===== config.mk =====
export PLATFORM = sky130hd
export DESIGN_NAME = dice_game_ctrl
export DESIGN_NICKNAME = d
export VERILOG_FILES = /design/src/rtl/dice_pkg.sv /design/src/rtl/edge_rise.sv /design/src/rtl/dice_game_ctrl.sv
export SDC_FILE = /design/constraint.sdc
export NUM_CORES = 1
export LEC_CHECK = 0
export ABC_AREA = 1
export CAP_MARGIN = 20
export CELL_PAD_IN_SITES_DETAIL_PLACEMENT = 1
export CELL_PAD_IN_SITES_GLOBAL_PLACEMENT = 1
export CORE_MARGIN = 2
export CORE_UTILIZATION = 39
export DETAILED_ROUTE_END_ITERATION = 7
export PLACE_DENSITY_LB_ADDON = 0.1
export SLEW_MARGIN = 0
export SYNTH_ARGS = -nofsm -noshare
export SYNTH_HDL_FRONTEND = slang
export SYNTH_SLANG_ARGS = --single-unit

===== constraint.sdc =====
create_clock -name clk -period 1.8 [get_ports clk]
set_input_delay 0.36 -clock clk [delete_from_list [all_inputs] [get_ports clk]]
set_output_delay 0.36 -clock clk [all_outputs]
set_load 0.05 [all_outputs]

===== src/rtl/dice_pkg.sv =====
// Shared encodings for the two-player dice game controller: FSM states,
// throw/winner result codes and the fixed settle time.
package dice_pkg;

  typedef enum logic [2:0] {
    ST_IDLE   = 3'd0,
    ST_ROLL   = 3'd1,
    ST_SETTLE = 3'd2,
    ST_JUDGE  = 3'd3,
    ST_DONE   = 3'd4
  } state_e;

  // winner uses the same codes; RES_TIE never appears there
  typedef enum logic [1:0] {
    RES_NONE = 2'b00,
    RES_A    = 2'b01,
    RES_B    = 2'b10,
    RES_TIE  = 2'b11
  } result_e;

  localparam int unsigned SETTLE_CYC = 2;

endpackage


===== src/rtl/edge_rise.sv =====
// Registered rising-edge detector. RESET_VAL=1 treats a level already high
// at reset release as old, so a held button does not fire.
module edge_rise #(
  parameter logic RESET_VAL = 1'b0
) (
  input  logic clk,
  input  logic rst_n,
  input  logic sig_i,
  output logic rise_o
);

  logic sig_q;

  // NOTE: sequential state uses non-blocking (<=) so every flop samples the
  // pre-edge value of its inputs regardless of process ordering.
  always_ff @(posedge clk or negedge rst_n) begin
    if (!rst_n) sig_q <= RESET_VAL;
    else        sig_q <= sig_i;
  end

  assign rise_o = sig_i & ~sig_q;

endmodule


===== src/rtl/dice_game_ctrl.sv =====
// Throw sequencer for two dice generators: strobed roll burst, settle,
// compare, score keeping to WIN_SCORE and a one-cycle finish strobe.
module dice_game_ctrl
  import dice_pkg::*;
#(
  parameter int unsigned ROLL_TICKS = 8,
  parameter int unsigned TICK_DIV   = 4,
  parameter int unsigned WIN_SCORE  = 3
) (
  input  logic       clk,
  input  logic       rst,
  input  logic       start,
  input  logic [3:0] dice_a,
  input  logic [3:0] dice_b,
  output logic       roll_a,
  output logic       roll_b,
  output logic       finish,
  output logic [3:0] score_a,
  output logic [3:0] score_b,
  output logic [1:0] last_result,
  output logic [1:0] winner,
  output logic       busy
);

  localparam logic [3:0] ROLL_LAST   = 4'(ROLL_TICKS);
  localparam logic [7:0] DIV_LAST    = 8'(TICK_DIV - 1);
  localparam logic [3:0] WIN_C       = 4'(WIN_SCORE);
  localparam logic [1:0] SETTLE_LAST = 2'(SETTLE_CYC - 1);

  state_e      state_q, state_d;
  logic [7:0]  div_q, div_d;
  logic [3:0]  cnt_q, cnt_d;
  logic [1:0]  settle_q, settle_d;
  logic        roll_q, roll_d;
  logic        finish_q, finish_d;
  logic        busy_q, busy_d;
  logic [3:0]  score_a_q, score_a_d;
  logic [3:0]  score_b_q, score_b_d;
  result_e     result_q, result_d;
  result_e     winner_q, winner_d;
  logic        start_rise;

  edge_rise #(.RESET_VAL(1'b1)) u_start_rise (
    .clk    (clk),
    .rst_n  (rst),
    .sig_i  (start),
    .rise_o (start_rise)
  );

  // NOTE: every variable gets its hold/idle value before the case so no
  // path through the block leaves one unassigned and infers a latch.
  always_comb begin
    state_d   = state_q;
    div_d     = div_q;
    cnt_d     = cnt_q;
    settle_d  = settle_q;
    roll_d    = 1'b0;
    finish_d  = 1'b0;
    score_a_d = score_a_q;
    score_b_d = score_b_q;
    result_d  = result_q;
    winner_d  = winner_q;

    case (state_q)
      ST_IDLE: begin
        if (start_rise) begin
          state_d = ST_ROLL;
          div_d   = '0;
          cnt_d   = '0;
        end
      end
      ST_ROLL: begin
        // cnt reaches ROLL_LAST while the last strobe is still high
        if (cnt_q == ROLL_LAST) begin
          state_d  = ST_SETTLE;
          settle_d = '0;
        end else if (div_q == DIV_LAST) begin
          div_d  = '0;
          roll_d = 1'b1;
          cnt_d  = cnt_q + 4'd1;
        end else begin
          div_d = div_q + 8'd1;
        end
      end
      ST_SETTLE: begin
        if (settle_q == SETTLE_LAST) state_d = ST_JUDGE;
        else                         settle_d = settle_q + 2'd1;
      end
      ST_JUDGE: begin
        state_d = ST_IDLE;
        if (dice_a > dice_b) begin
          score_a_d = score_a_q + 4'd1;
          result_d  = RES_A;
          if (score_a_d == WIN_C) winner_d = RES_A;
        end else if (dice_b > dice_a) begin
          score_b_d = score_b_q + 4'd1;
          result_d  = RES_B;
          if (score_b_d == WIN_C) winner_d = RES_B;
        end else begin
          result_d = RES_TIE;
        end
        if (winner_d != RES_NONE) begin
          state_d  = ST_DONE;
          finish_d = 1'b1;
        end
      end
      ST_DONE: begin
        if (start_rise) begin
          state_d   = ST_IDLE;
          score_a_d = '0;
          score_b_d = '0;
          result_d  = RES_NONE;
          winner_d  = RES_NONE;
        end
      end
      default: state_d = ST_IDLE;
    endcase

    busy_d = (state_d == ST_ROLL) || (state_d == ST_SETTLE) || (state_d == ST_JUDGE);
  end

  always_ff @(posedge clk or negedge rst) begin
    if (!rst) begin
      state_q   <= ST_IDLE;
      div_q     <= '0;
      cnt_q     <= '0;
      settle_q  <= '0;
      roll_q    <= 1'b0;
      finish_q  <= 1'b0;
      busy_q    <= 1'b0;
      score_a_q <= '0;
      score_b_q <= '0;
      result_q  <= RES_NONE;
      winner_q  <= RES_NONE;
    end else begin
      state_q   <= state_d;
      div_q     <= div_d;
      cnt_q     <= cnt_d;
      settle_q  <= settle_d;
      roll_q    <= roll_d;
      finish_q  <= finish_d;
      busy_q    <= busy_d;
      score_a_q <= score_a_d;
      score_b_q <= score_b_d;
      result_q  <= result_d;
      winner_q  <= winner_d;
    end
  end

  assign roll_a      = roll_q;
  assign roll_b      = roll_q;
  assign finish      = finish_q;
  assign busy        = busy_q;
  assign score_a     = score_a_q;
  assign score_b     = score_b_q;
  assign last_result = result_q;
  assign winner      = winner_q;

endmodule


==> flow_summary.toml <==
[clock_tree]
clock_latency_ps = 290
path_clk_slew_ps = 80
postCtsSetupBuffers = 0
cts_made_buffers = 5
cts_tree = "done"
htreeDepth = 2
clock_path_buffers = 2
cts.sinks = 33
root_buffer = "clkbuf_8"

[final_layout]
mostFrequentLayoutCells = "nand2_1, dfrtp_1, inv_1, buf_4, nand3_1"
drive_gt1_share_pct = 17.2
layout_commonest_cell = "nand2_1"
final_util_pct = 50.9
nets = 289
area_growth_pct = 24.7
diodes = 0

[drt]
viasPerCell = 4.95
drc = 0
vias = 1578
drt_iter0_markers = 42
drt_wl_total_um = 4110
dr.pass1.iters = 4
routedWlPerCell_um = 12.9
ant_nets = 0

[floorplanning]
core_mm2 = 0.00441
die_h_um = 72.0
dieArea_mm2 = 0.00518
rows = 24
pin_count = 27
start_util_pct = 40.8
die_x_um = 72.0

[sta]
setup_violations = 0
tightest_slew_ps = 430
rsz0062_at_grt = "true"
hold_violations = 0
skew_ps = 12.0
fin_setup_tns_ps = 0
fin_crit_sh_pct = 95.4
max-slew-margin-rel_pct = 71.0
timing.fmax_mhz = 583
finalCriticalPeriod_ps = 1720
report.final.slew_viol_count = 0

[outcome]
status = "finished, final reports clean"

[setup_path]
worstPathMaxFanout = 3
worst_path_max_delay_cell = "clkdlybuf4s50_1"
path_cells = "clkdlybuf4s50_1 -> inv_1 -> ha_1 -> nand2_1 -> inv_2 -> nand2_1 -> nand2_2 -> nand2_1 -> buf_4 -> o31ai_1"
crit_buf_inv = 4
endpoint_kind = "flop"
cpPeakStageDelay_ps = 460
cp_top_family = "buffers and inverters"
path_class = "primary input to flop"
worstSetupStartpointType = "primary input"
cp.arrival_ps = 1900
crit_top_cell = "nand2_1"
cp_data_required_time_ps = 1990

[job]
maxCapViolCount = 0

[synth]
synth_nets = 249
syn_avg_cell_area_um2 = 7.98
synth-seq-cells = 33
yosysSeqAreaShare_pct = 45.9
synth-warning-count = 0
syn_area_mm2 = 0.00180
synthCells = 226
synth_cell_types = 24

[global_routing]
grt_max_degree = 34
track_usage_pct = 18.2
grt_pass1_vias = 1661
grt_pass1_wl_um = 7370
grt_overflow_total = 0
antenna_found_initial = 0

[power_and_ir_drop]
ir_drop_mv = 0.976
leakagePower_nw = 1.17
power_density_mw_per_mm2 = 1640

[placed_design]
place.gp.congestion = 0.761
dp_hpwl_um = 3100
port_buffers = 26

[worst_hold_path]
hp-class = "primary input to asynchronous set/reset pin"
cell type report:
type / instances / area (µm²)
repair buffers: 35 / 300
clock inverters: 3 / 17.5
multi-input cells: 158 / 846
fillers: 559 / 2170
clock buffers: 5 / 68.8
well taps: 52 / 65.1
flip-flops and latches: 33 / 827
inverters: 33 / 124
sequential cells by signal, summed over array words and instances (netlist names), 2 cells and up:
register     cells
div_q            8
last_result      2
state_q          3
cnt_q            4
winner           2
score_a          4
settle_q         2
score_b          4
power breakdown:
part | switching, mW | internal, mW | leakage (nW)
clock network | 0.296 | 0.267 | 0.0439
registers | 0.231 | 0.973 | 0.431
logic | 1.29 | 0.631 | 0.691
per-layer routing:
metal	up-vias	track usage [%]	share of wire (%)
li1	802	-	-
met3	7	3.33	2.5
met5	-	0	0
met4	0	7.55	1.9
met1	751	23.3	47
met2	18	30.5	48
cells by family after synthesis:
family          Yosys count  share of synthesized area [%]
buf+inv                  35                           7.91
compound gates           31                           9.92
fa+ha+maj                12                           8.33
flops                    33                           45.9
simple gates            112                           26.5
xor+xnor                  3                           1.46
cells in the mapped netlist:
cell type	count	area share, %
nand2_1	67	14
dfrtp_1	32	44
inv_1	31	6.5
nand3_1	17	4.7
nor2_1	16	3.3
a21oi_1	12	3.3
ha_1	12	8.3
o21ai_0	11	3.1
nand4_1	6	2.1
nor3_1	3	0.83
o31ai_1	3	1.2
inv_2	2	0.42
o21ai_1	2	0.56
xor2_1	2	0.97
a21o_1	1	0.42
buf_4	1	0.42
buf_6	1	0.62
dfstp_2	1	1.5
nand2_2	1	0.35
nor3_4	1	0.90
o21a_1	1	0.42
o21ai_4	1	0.90
or2_2	1	0.35
xnor2_1	1	0.49
final timing paths:
path	start	end	slack (ps)	cells after the start
max	dice_a[3]	score_b[0]	80	10
min	rst	score_a[3]	430	2
max reg2reg	cnt_q[0]	settle_q[0]	230	8
min reg2reg	last_result[0]	last_result[0]	520	2
max in group asynchronous	rst	u_start_rise.sig_q	1110	2
min in group clk	start	u_start_rise.sig_q	500	1
worst reg2reg max path: stages (launching register included):
cell and delay (ps):
dfrtp_1 400, inv_1 100, ha_1 140, nand2_1 70
nor2_2 170, nand2_1 90, o21ai_0 190, o21ai_0 160
o21a_1 130
what timing repair did:
item                       CTS  global route
setup endpoints to repair    0            10
gates resized for setup      0             6
hold buffers                 0             0
through the flow:
stage | cell area [µm²] | worst slack (ps) | total power, mW | hold slack [ps] | std cells
3_3_place_gp | 2150 | -172 | 3.09 | 461 | 311
3_5_place_dp | 2150 | -277 | 3.15 | 503 | 311
2_1_floorplan | 1800 | 184 | 2.55 | 64.4 | 226
4_1_cts | 2240 | 29.1 | 3.73 | 440 | 319
5_1_grt | 2250 | -19.9 | 4.01 | 447 | 319
6_report | 2250 | 83.3 | 3.69 | 434 | 319
No activity file was read; power rests on OpenSTA's default activity.
